--- src/rtl/alu_mc.sv ---
// alu_mc: multi-cycle ALU for the RV32 execute stage.
//
// Base RV32I arithmetic, logic, shift and compare ops complete in one cycle.
// The RV32M multiply/divide group is compiled in only when the macro
// ALU_MULDIV_EN is defined. It then iterates over XLEN cycles: a shift-add
// multiply, or a restoring divide on operand magnitudes with sign fix-up.
//
// Ports:
//   clk     rising-edge clock
//   rst_n   asynchronous active-low reset (aborts any operation in flight)
//   start   request, sampled only while busy=0
//   op      {m_sel, alt, funct3}
//   a, b    operands (latched at accept for M ops)
//   busy    iterative operation in progress
//   done    one-cycle pulse; result/zero/illegal valid
//   result  registered result, held until the next done
//   zero    registered (result == 0)
//   illegal registered; op encoding not supported
module alu_mc #(
  parameter int unsigned XLEN = 32,
  parameter int unsigned SHW  = $clog2(XLEN)
) (
  input  logic            clk,
  input  logic            rst_n,
  input  logic            start,
  input  logic [4:0]      op,
  input  logic [XLEN-1:0] a,
  input  logic [XLEN-1:0] b,
  output logic            busy,
  output logic            done,
  output logic [XLEN-1:0] result,
  output logic            zero,
  output logic            illegal
);

  logic            m_sel;
  logic            alt;
  logic [2:0]      f3;
  logic            accept;
  logic [SHW-1:0]  shamt;
  logic [XLEN-1:0] base_res;
  logic            base_ill;

  logic            fin_valid;
  logic [XLEN-1:0] fin_res;
  logic            fin_ill;

  assign m_sel  = op[4];
  assign alt    = op[3];
  assign f3     = op[2:0];
  assign accept = start & ~busy;
  assign shamt  = b[SHW-1:0];

  // Single-cycle base operations; unsupported alt encodings yield 0.
  always_comb begin
    base_res = '0;
    base_ill = 1'b0;
    if (alt && (f3 != 3'b000) && (f3 != 3'b101)) begin
      base_ill = 1'b1;
    end else begin
      case (f3)
        3'b000:  base_res = alt ? (a - b) : (a + b);
        3'b001:  base_res = a << shamt;
        3'b010:  base_res = {{(XLEN-1){1'b0}}, ($signed(a) < $signed(b))};
        3'b011:  base_res = {{(XLEN-1){1'b0}}, (a < b)};
        3'b100:  base_res = a ^ b;
        3'b101:  base_res = alt ? XLEN'($signed(a) >>> shamt) : (a >> shamt);
        3'b110:  base_res = a | b;
        default: base_res = a & b;
      endcase
    end
  end

`ifdef ALU_MULDIV_EN

  typedef enum logic [1:0] {IDLE, MUL, DIV} state_t;

  localparam logic [SHW:0] LAST = (SHW+1)'(XLEN-1);

  state_t            state;
  state_t            state_next;
  logic [SHW:0]      cnt;
  // acc holds {product_hi, multiplier} for MUL, {remainder, quotient} for DIV.
  logic [2*XLEN-1:0] acc;
  logic [XLEN-1:0]   opnd;
  logic              neg_q;
  logic              r_neg;
  logic              sel;
  logic              div0;

  logic              a_sgn;
  logic              b_sgn;
  logic              a_neg;
  logic              b_neg;
  logic [XLEN-1:0]   a_mag;
  logic [XLEN-1:0]   b_mag;

  logic [XLEN:0]     mul_sum;
  logic [2*XLEN-1:0] mul_step;
  logic [2*XLEN-1:0] mul_prod;
  logic [XLEN-1:0]   mul_out;
  logic [XLEN:0]     div_sh;
  logic [XLEN:0]     div_diff;
  logic              div_ge;
  logic [XLEN-1:0]   div_hi;
  logic [XLEN-1:0]   div_lo;
  logic [XLEN-1:0]   div_q;
  logic [XLEN-1:0]   div_r;
  logic [XLEN-1:0]   div_out;

  assign busy = (state != IDLE);

  // Operand signedness per M encoding, then magnitudes for the unsigned core.
  always_comb begin
    if (f3[2]) begin
      a_sgn = ~f3[0];
      b_sgn = ~f3[0];
    end else begin
      a_sgn = (f3[1:0] == 2'b01) || (f3[1:0] == 2'b10);
      b_sgn = (f3[1:0] == 2'b01);
    end
    a_neg = a_sgn & a[XLEN-1];
    b_neg = b_sgn & b[XLEN-1];
    a_mag = a_neg ? (-a) : a;
    b_mag = b_neg ? (-b) : b;
  end

  // One iteration of each datapath, plus the final sign/select stage that is
  // folded into the last iteration so done lands in cycle XLEN+1.
  always_comb begin
    mul_sum  = {1'b0, acc[2*XLEN-1:XLEN]} + (acc[0] ? {1'b0, opnd} : '0);
    mul_step = {mul_sum, acc[XLEN-1:1]};
    mul_prod = neg_q ? (-mul_step) : mul_step;
    mul_out  = sel ? mul_prod[2*XLEN-1:XLEN] : mul_prod[XLEN-1:0];

    div_sh   = {acc[2*XLEN-1:XLEN], acc[XLEN-1]};
    div_diff = div_sh - {1'b0, opnd};
    div_ge   = ~div_diff[XLEN];
    div_hi   = div_ge ? div_diff[XLEN-1:0] : div_sh[XLEN-1:0];
    div_lo   = {acc[XLEN-2:0], div_ge};
    // Divide by zero leaves the dividend magnitude as remainder, so only the
    // quotient needs overriding; signed overflow falls out of the negation.
    div_q    = div0 ? '1 : (neg_q ? (-div_lo) : div_lo);
    div_r    = r_neg ? (-div_hi) : div_hi;
    div_out  = sel ? div_r : div_q;
  end

  always_comb begin
    state_next = state;
    fin_valid  = 1'b0;
    fin_res    = m_sel ? '0 : base_res;
    fin_ill    = base_ill | m_sel;
    case (state)
      IDLE: begin
        if (accept) begin
          if (m_sel && !alt) begin
            state_next = f3[2] ? DIV : MUL;
          end else begin
            fin_valid = 1'b1;
          end
        end
      end
      MUL: begin
        if (cnt == LAST) begin
          state_next = IDLE;
          fin_valid  = 1'b1;
          fin_res    = mul_out;
          fin_ill    = 1'b0;
        end
      end
      DIV: begin
        if (cnt == LAST) begin
          state_next = IDLE;
          fin_valid  = 1'b1;
          fin_res    = div_out;
          fin_ill    = 1'b0;
        end
      end
      default: state_next = IDLE;
    endcase
  end

  always_ff @(posedge clk or negedge rst_n) begin
    if (!rst_n) begin
      state <= IDLE;
    end else begin
      state <= state_next;
    end
  end

  always_ff @(posedge clk or negedge rst_n) begin
    if (!rst_n) begin
      cnt   <= '0;
      acc   <= '0;
      opnd  <= '0;
      neg_q <= 1'b0;
      r_neg <= 1'b0;
      sel   <= 1'b0;
      div0  <= 1'b0;
    end else if (state == IDLE) begin
      if (accept && m_sel && !alt) begin
        cnt   <= '0;
        acc   <= {{XLEN{1'b0}}, (f3[2] ? a_mag : b_mag)};
        opnd  <= f3[2] ? b_mag : a_mag;
        neg_q <= a_neg ^ b_neg;
        r_neg <= a_neg;
        sel   <= f3[2] ? f3[1] : (f3[1:0] != 2'b00);
        div0  <= (b == '0);
      end
    end else begin
      cnt <= cnt + 1'b1;
      acc <= (state == MUL) ? mul_step : {div_hi, div_lo};
    end
  end

`else

  assign busy = 1'b0;

  always_comb begin
    fin_valid = accept;
    fin_res   = m_sel ? '0 : base_res;
    fin_ill   = base_ill | m_sel;
  end

`endif

  always_ff @(posedge clk or negedge rst_n) begin
    if (!rst_n) begin
      done    <= 1'b0;
      result  <= '0;
      zero    <= 1'b1;
      illegal <= 1'b0;
    end else begin
      done <= fin_valid;
      if (fin_valid) begin
        result  <= fin_res;
        zero    <= (fin_res == '0);
        illegal <= fin_ill;
      end
    end
  end

endmodule

--- config.mk ---
export PLATFORM = sky130hd
export DESIGN_NAME = alu_mc
export DESIGN_NICKNAME = d
export VERILOG_FILES = /design/src/rtl/alu_mc.sv
export SDC_FILE = /design/constraint.sdc
export NUM_CORES = 1
export LEC_CHECK = 0
export CORE_MARGIN = 1
export CORE_UTILIZATION = 40
export CTS_CLUSTER_SIZE = 14
export DETAILED_ROUTE_END_ITERATION = 8
export HOLD_SLACK_MARGIN = 0.05
export PLACE_DENSITY_LB_ADDON = 0.05
export SLEW_MARGIN = 20
export SYNTH_ARGS = -nofsm -noshare
export SYNTH_HDL_FRONTEND = slang
export SYNTH_SLANG_ARGS = --single-unit
export TNS_END_PERCENT = 1
--- constraint.sdc ---
create_clock -name clk -period 0.8 [get_ports clk]
set_input_delay 0.2 -clock clk [delete_from_list [all_inputs] [get_ports clk]]
set_output_delay 0.2 -clock clk [all_outputs]
set_load 0.05 [all_outputs]
After elaboration in Yosys (flattened, before gate mapping). Index checks and enable logic that the tools add are counted. W data, S select, Z words.

Logic and storage cells: 33. Bits of input ports: 72. Register bits after elaboration: 35. Output and inout port bits: 36.

Mux-type cells: 6. Bitwise operators: 4. Magnitude comparators: 2. Shift operators: 3. Reductions and logical operators: 5. Equality and inequality tests: 7. $add $sub $neg: 2.

Operators by type and width (number): $pmux W32 S7 (1); $mux W32 (4); $lt A32 B32 Y1 (2); $add A32 B32 Y32 (1); $and A32 B32 Y32 (1); $logic_not A32 Y1 (1); $or A32 B32 Y32 (1); $shl A32 B5 Y32 (1); $shr A32 B5 Y32 (1); $sshr A32 B5 Y32 (1); $sub A32 B32 Y32 (1); $xor A32 B32 Y32 (1); $eq A3 B3 Y1 const B (3); $eq A3 B2 Y1 const B (2); $eq A3 B1 Y1 const B (1); $logic_not A3 Y1 (1); $ne A3 B3 Y1 const B (1); $reduce_bool A3 Y1 (1); $logic_and A1 B1 Y1 (2); $mux W1 (1); $or A1 B1 Y1 (1).

Logic depth before layout (Yosys ltp). Gate-level depths: netlist of the first run.

Depth in word-level cells: 6. Depth in mapped cells: 18. Depth with buffers taken out: 15.

Least setup slack after synthesis of the first run. OpenSTA, ideal clock, no wires.

Path kind: input to register. Start point: input port b[1]. End point: register zero. Slack: -3.712 ns. Setup time: 0.089 ns. Data arrival time: 4.423 ns. Buffers on the path: 4. Data required time: 0.711 ns. Stages: 17. Cell sequence: buf_2 inv_2 buf_1 clkbuf_1 clkbuf_1 ha_1 nor2_1 o311ai_1 a211oi_2 o41ai_1 o41ai_2 a31oi_1 or3_1 a31oi_1 or3b_1 or4_1 o32ai_2.

Word-level cells in the longest chain between the ends: 6. Elaborated cells between the ends (all ways): 16. Those cells by class: add/sub: 2; order compare: 2; shift: 3; mux: 5; bitwise: 3; reduce/logical: 1.

Ends and longest elaborated chain: start, declared (line 28) `input logic [XLEN-1:0] b,`; $add A32 B32 Y32, or another cell as far along (line 62) `3'b000: base_res = alt ? (a - b) : (a + b);`; $mux W32 (on tied branches) (line 62, 67); $pmux W32 S7 * (line 61) `case (f3)`; $mux W32 * (line 58) `if (alt && (f3 != 3'b000) && (f3 != 3'b101)) begin`; $mux W32 * (line 222) `fin_res = m_sel ? '0 : base_res;`; $logic_not A32 Y1 * (line 238) `zero <= (fin_res == '0);`; end signal, assigned (line 238); end, declared (line 32) `output logic zero,`.

Mark *: on every way between the ends. The rest lies on a longest branch, timed or not. A chain may end at the register's enable or synchronous reset.

Worst setup path after layout of the first run.
Start point: input port b[0]. End point: register zero.

Same word-level chain as after synthesis.

==> results of run 1 <==
[metrics by stage]
| stage | setup WS (ps) | util |
|---|---|---|
| global route | -2960 | 0.705 |
| detailed placement | -3980 | 0.631 |
| CTS | -2910 | 0.681 |
| global placement | -3830 | 0.631 |
| finish | -2940 | 0.705 |
| floorplan | -3070 | - |
[synth_stat cells, drive strengths merged, types with 25 or more instances]
cell and number:
mux2 32, a211oi 38, mux4 49, o21ai 121, a21oi 162, clkbuf 87
buf 57, nor3 43, nand3 25, nor2 157, mux2i 60, dfrtp 34
o211ai 26, ha 97, inv 101, nand2 135
[cell families (layout without fill, tap and decap cells)]
group                    after synthesis  after routing  synth area share
AND/OR/NAND/NOR                      488            488             0.201
adder cells (fa/ha/maj)               99             99             0.109
flip-flops                            35             35            0.0766
other                                  1              2          0.000327
XOR/XNOR                              19             19            0.0145
multiplexers                         141            141             0.186
AO/OA/AOI/OAI                        560            560             0.321
buffers and inverters                249            914            0.0921
[routing by layer]
layer,share of wire,vias to the layer above,GRT usage,wire (µm)
met2,0.43,1154,0.694,28500
li1,-,7267,-,-
met1,0.38,7809,0.568,25400
met4,0.082,0,0.295,5470
met5,0,-,0,0
met3,0.11,272,0.0989,7440
[power breakdown]
group	total, mW	internal (mW)	switching (mW)
Combinational	14.8	6.99	7.82
Clock	1.91	1.15	0.759
Sequential	2.12	1.94	0.181
Total	18.8	10.1	8.76
[area by class of cell]
type	instances	area, µm²
Antenna cell	1	2.50
Inverter	105	408
Multi-Input combinational cell	1308	10900
Timing Repair Buffer	801	6920
Tap cell	378	473
Clock inverter	1	5.00
Fill cell	2339	8250
Clock buffer	7	133
Sequential cell	35	877
[flip-flops by register name, indices dropped and copies added, names as in the netlist]
| register | count |
|---|---|
| illegal | 1 |
| zero | 1 |
| done | 1 |
| result | 32 |
[how the worst min path moves through the flow]
stage          start                     end  slack, ps
3_5_place_dp   rst_n  result[30]$_DFFE_PN0P_         50
2_1_floorplan  rst_n          done$_DFF_PN0_       -100
5_1_grt        rst_n  result[30]$_DFFE_PN0P_        330
4_1_cts        rst_n  result[30]$_DFFE_PN0P_        280
6_report       rst_n  result[26]$_DFFE_PN0P_        300
3_3_place_gp   rst_n  result[30]$_DFFE_PN0P_         60
[repair_timing]
action                     4_1_cts  5_1_grt
pin swaps                       77       62
hold endpoints to repair        35        0
resized for setup              291      166
cloned                           0        1
setup endpoints to repair       69       69
buffers inserted                37       25
hold buffers                     1        0
==> summary.txt, run 1 <==
Worst r2r src: zero$_DFFE_PN1P_
CTS Buf Count: 5
Hold Vio Cnt, Final: 0
Total Routing Usage GR: 0.451
Row cnt: 61
Crit path DAT: 3930 ps
Final period util: 4.67
Critical path capture point type: register
Max capacitance violation total: 0
Unrepaired setup endpoints after global routing: true
Most common cell after layout, fill and taps aside: buf_4
Avg Cell Area, Syn: 7.20 µm²
Ys Warns: 0
Peak supply drop: 0.812 mV
Ys async rst share: 1.00
Fin crit period: 3740 ps
Via count of the routed design: 16500
Status: finished with violations
Initial DRC Count: 2346
Reg-to-Reg End: zero$_DFFE_PN1P_
Critical-path top delay cell: mux4_2
Later-pin clock latency in the skew report: 290 ps
Area after DPL: 17700 µm²
CTS H-tree lvls: 2
Post-Syn Area: 11500 µm²
Final wirelength: 66800 µm
Finished Cell Area: 19800 µm²
Crit path kind: input port to register
CP peak stage delay: 510 ps
Fin Hold WS: 304 ps
Hold Crit Class: input port to async pin
Leak: 8.96 nW
Antenna-violating nets left: 0
Final count of pins violating max slew: 0
CTS root buf: clkbuf_16
Worst Setup Slack, final: -2940 ps
TritonCTS clock tree: built
Slew headroom: 0.473
Num ports: 108
Post-synth top area share: 0.106
CP Buf/Inv Count: 3
Clock buffer depth: 2
Final setup fails: 69
Setup Skew: 0 ps
Flop-to-flop setup slack: -20 ps
Vias in the first global route: 16300
Die X: 171 µm
Die Ht: 171 µm
Yosys cell types: 97
HPWL Detailed: 54000 µm
Most frequent cells in the layout: 638 x buf_4, 149 x nor2_1, 130 x nand2_1, 126 x a21oi_1, 90 x o21ai_0
Full die area: 29300 µm²
Top FF cell, synth: dfrtp_1
Worst R2R Path Depth: 2
Synth area leader: ha_1
Worst Max-Slew Pin Slew: 784 ps
CP top delay family: simple AND/OR/NAND/NOR gates
CP required: 1000 ps
Nets: 2427
CP Depth: 14
GP Congestion: 1.11
Pre-antenna DRT Iters: 5
Worst setup startpoint: b[0]
EDFF count, synth: 0
# port buffers: 106
CTS clock-pin slew for the worst setup and hold paths: 60 ps
P&R area growth vs syn: 72.5%
Initial Util: 0.409
CP Max Fanout: 12
Crit path launch type: input port
Grt total ovfl: 0
Power per Cell Area: 954 nW/µm²
CP Cell Sequence: buf_8 > buf_4 > mux4_2 > or3_4 > o31ai_4 > a31oi_4 > a221oi_2 > buf_4 > or2b_1 > nor4_2 > nand4b_1 > or3b_4 > or4_4 > o32ai_2
#FFs+latches synth: 35
Core Region: 28000 µm²
Largest net degree at the start of global routing: 42
Setup crit end: zero$_DFFE_PN1P_
Ranking of synthesized cells by area: ha_1 11%, mux4_2 7.9%, dfrtp_1 7.4%
Via density: 6.26
DRC Markers: 0
Syn Nets: 1763
Drt wl/cell: 25.3 µm
Register area share after synthesis: 0.0766
Mapped Cells: 1592
Post-layout power: 18.8 mW
Sum Neg Setup Slack: -73860 ps
Non-filler instance count after layout: 2636
Failing checks: setup timing
Total clock sinks: 35
Share of layout cells above drive strength 1: 0.486
Most common cell on crit path: buf_4
Max Freq: 267 MHz
Placed cells: 2565
Initial antenna violation count: 1
First-pass GRT wire length: 98300 µm
Power figures use the tool's default switching activity.
==> run 2: changes to the inputs <==
==> constraint.sdc (replaced) <==
create_clock -name clk -period 3.5 [get_ports clk]
set_input_delay 0.875 -clock clk [delete_from_list [all_inputs] [get_ports clk]]
set_output_delay 0.875 -clock clk [all_outputs]
set_load 0.05 [all_outputs]
==> run 2 against run 1 <==
- clock-buffer cell count decreased by 1
- critical endpoint unchanged
- cell area down 3.8%
- combinational power decreased by 78%
- register-to-register slack better by 2700 ps
- highest routed layer unchanged
- clock power is 72% lower
- the run still ends with setup timing left
==> summary.txt, run 2 (synthesis gave the netlist of run 1 again) <==
Initial antenna violation count: 1 (unchanged)
First-pass GRT wire length: 97400 µm (was 98300 µm)
Antenna-violating nets left: 0 (unchanged)
Largest register by flop count: result (unchanged)
CTS Buf Count: 5 (unchanged)
Worst r2r src: zero$_DFFE_PN1P_ (unchanged)
Full die area: 29300 µm² (unchanged)
Leak: 8.65 nW (was 8.96 nW)
Worst R2R Path Depth: 2 (unchanged)
Max Freq: 225 MHz
Total clock sinks: 35 (unchanged)
Grt total ovfl: 0 (unchanged)
# port buffers: 106 (unchanged)
Power per Cell Area: 221 nW/µm² (was 954 nW/µm²)
Flop-to-flop setup slack: 2670 ps (was -20 ps)
Later-pin clock latency in the skew report: 290 ps (about the same)
P&R area growth vs syn: 65.9% (was 72.5%)
Worst Hold Depth: 1
Pre-antenna DRT Iters: 6 (was 5)
Peak supply drop: 0.184 mV (was 0.812 mV)
Share of layout cells above drive strength 1: 0.439 (was 0.486)
CP Buf/Inv Count: 4 (was 3)
CP Max Fanout: 7 (was 12)
Vias in the first global route: 16000 (was 16300)
Fin Hold WS: 486 ps (was 304 ps)
CP top delay family: simple AND/OR/NAND/NOR gates (unchanged)
CP required: 3700 ps (was 1000 ps)
Unrepaired setup endpoints after global routing: true (unchanged)
Slew headroom: 0.282 (was 0.473)
Most common cell after layout, fill and taps aside: buf_4 (unchanged)
Final wirelength: 66300 µm (was 66800 µm)
DRC Markers: 0 (unchanged)
Critical-path top delay cell: nor2b_1 (was mux4_2)
Final setup fails: 10 (was 69)
Via density: 6.25 (was 6.26)
Non-filler instance count after layout: 2642 (was 2636)
CTS clock-pin slew for the worst setup and hold paths: 60 ps (about the same)
Fin crit period: 4450 ps
Largest net degree at the start of global routing: 42 (unchanged)
Final count of pins violating max slew: 0 (unchanged)
Row cnt: 61 (unchanged)
Sum Neg Setup Slack: -3950 ps (was -73860 ps)
Worst setup startpoint: b[0] (unchanged)
Setup Skew: 0 ps (unchanged)
HPWL Detailed: 52300 µm (was 54000 µm)
Largest register FFs: 32 (unchanged)
CTS H-tree lvls: 2 (unchanged)
Final period util: 1.27
Hold Crit Class: register to register (was input port to async pin)
CP Depth: 15 (was 14)
TritonCTS clock tree: built (unchanged)
Worst Max-Slew Pin Slew: 1080 ps (was 784 ps)
Initial DRC Count: 2037 (was 2346)
Hold Vio Cnt, Final: 0 (unchanged)
Reg-to-Reg End: zero$_DFFE_PN1P_ (unchanged)
Crit path kind: input port to register (unchanged)
Max capacitance violation total: 0 (unchanged)
GP Congestion: 1.12 (was 1.11)
Clock buffer depth: 2 (unchanged)
CP peak stage delay: 480 ps (was 510 ps)
Status: finished with violations (unchanged)
Total Routing Usage GR: 0.450 (was 0.451)
Via count of the routed design: 16500 (about the same)
Crit path DAT: 4650 ps (was 3930 ps)
Nets: 2432 (was 2427)
Core Region: 28000 µm² (unchanged)
Num ports: 108 (unchanged)
Drt wl/cell: 25.1 µm (was 25.3 µm)
Setup crit end: zero$_DFFE_PN1P_ (unchanged)
Most frequent cells in the layout: 654 x buf_4, 147 x nor2_1, 144 x a21oi_1, 131 x nand2_1, 98 x o21ai_0 (was 638 x buf_4, 149 x nor2_1, 130 x nand2_1, 126 x a21oi_1, 90 x o21ai_0)
Critical path capture point type: register (unchanged)
Worst Setup Slack, final: -951 ps (was -2940 ps)
Initial Util: 0.409 (unchanged)
Crit path launch type: input port (unchanged)
Die X: 171 µm (unchanged)
CTS root buf: clkbuf_16 (unchanged)
Placed cells: 2561 (was 2565)
Die Ht: 171 µm (unchanged)
Failing checks: setup timing (unchanged)
CP Cell Sequence: buf_16 > buf_8 > buf_4 > buf_4 > nor2b_1 > a22oi_1 > a21o_1 > o211ai_1 > a31o_2 > o211ai_1 > nor4_2 > nand4b_1 > or3b_4 > or4_4 > o32ai_4 (was buf_8 > buf_4 > mux4_2 > or3_4 > o31ai_4 > a31oi_4 > a221oi_2 > buf_4 > or2b_1 > nor4_2 > nand4b_1 > or3b_4 > or4_4 > o32ai_2)
-- run 2: cell types whose count changed in the layout (fill, tap and decap cells not counted), moves of 8 or more --
cell,before,now
ha_1,64,75
o21ai_0,90,98
clkdlybuf4s50_1,14,51
dlymetal6s2s_1,18,1
dlygate4sd2_1,12,32
ha_2,11,3
buf_12,49,7
buf_4,638,654
a21oi_2,34,15
clkbuf_2,13,2
a21oi_1,126,144
-- run 2: power by group --
group / internal, mW / total [mW] / switching (mW)
registers: 0.442 / 0.462 / 0.0200
logic: 1.48 / 3.21 / 1.73
clock network: 0.354 / 0.534 / 0.180
-- run 2: layer usage --
layer | global-route usage | routed length [µm] | vias up
met4 | 0.295 | 5000 | 0
met1 | 0.557 | 25400 | 7784
li1 | - | - | 7298
met2 | 0.696 | 28500 | 1157
met5 | 0.00696 | 0 | -
met3 | 0.105 | 7430 | 279
-- run 2: through the flow --
stage,instance area (µm²),utilization,power (mW),setup slack (ps)
6_report,19000,0.679,4.20,-951
3_5_place_dp,17200,0.614,3.25,-1960
5_1_grt,19000,0.679,4.37,-1010
3_3_place_gp,17200,0.614,3.23,-1840
2_1_floorplan,11700,-,1.83,-1050
4_1_cts,18900,0.674,4.08,-811
-- run 2: cell type report --
| cell class | count | area (µm²) |
|---|---|---|
| flip-flops and latches | 35 | 877 |
| clock buffers | 6 | 139 |
| repair buffers | 806 | 6500 |
| diodes | 2 | 5.00 |
| well taps | 378 | 473 |
| inverters | 105 | 400 |
| multi-input cells | 1308 | 10600 |
| clock inverters | 2 | 35.0 |
| fillers | 2494 | 9000 |
-- run 2: how the worst min path moves through the flow --
stage	start	endpoint	slack, ps
floorplan	rst_n	done$_DFF_PN0_	580
detailed placement	result[29]$_DFFE_PN0P_	result[29]$_DFFE_PN0P_	470
global route	result[6]$_DFFE_PN0P_	result[6]$_DFFE_PN0P_	500
global placement	result[6]$_DFFE_PN0P_	result[6]$_DFFE_PN0P_	470
CTS	result[29]$_DFFE_PN0P_	result[29]$_DFFE_PN0P_	490
finish	result[6]$_DFFE_PN0P_	result[6]$_DFFE_PN0P_	490
-- run 2: timing repair --
item                                   4_1_cts  5_1_grt
resized for setup                          302       39
setup endpoints to repair                   28       21
setup buffers                               66        0
pin swaps                                   72        6
endpoints found under the hold margin        0        0
hold buffers                                 0        0
gates cloned                                 5        0
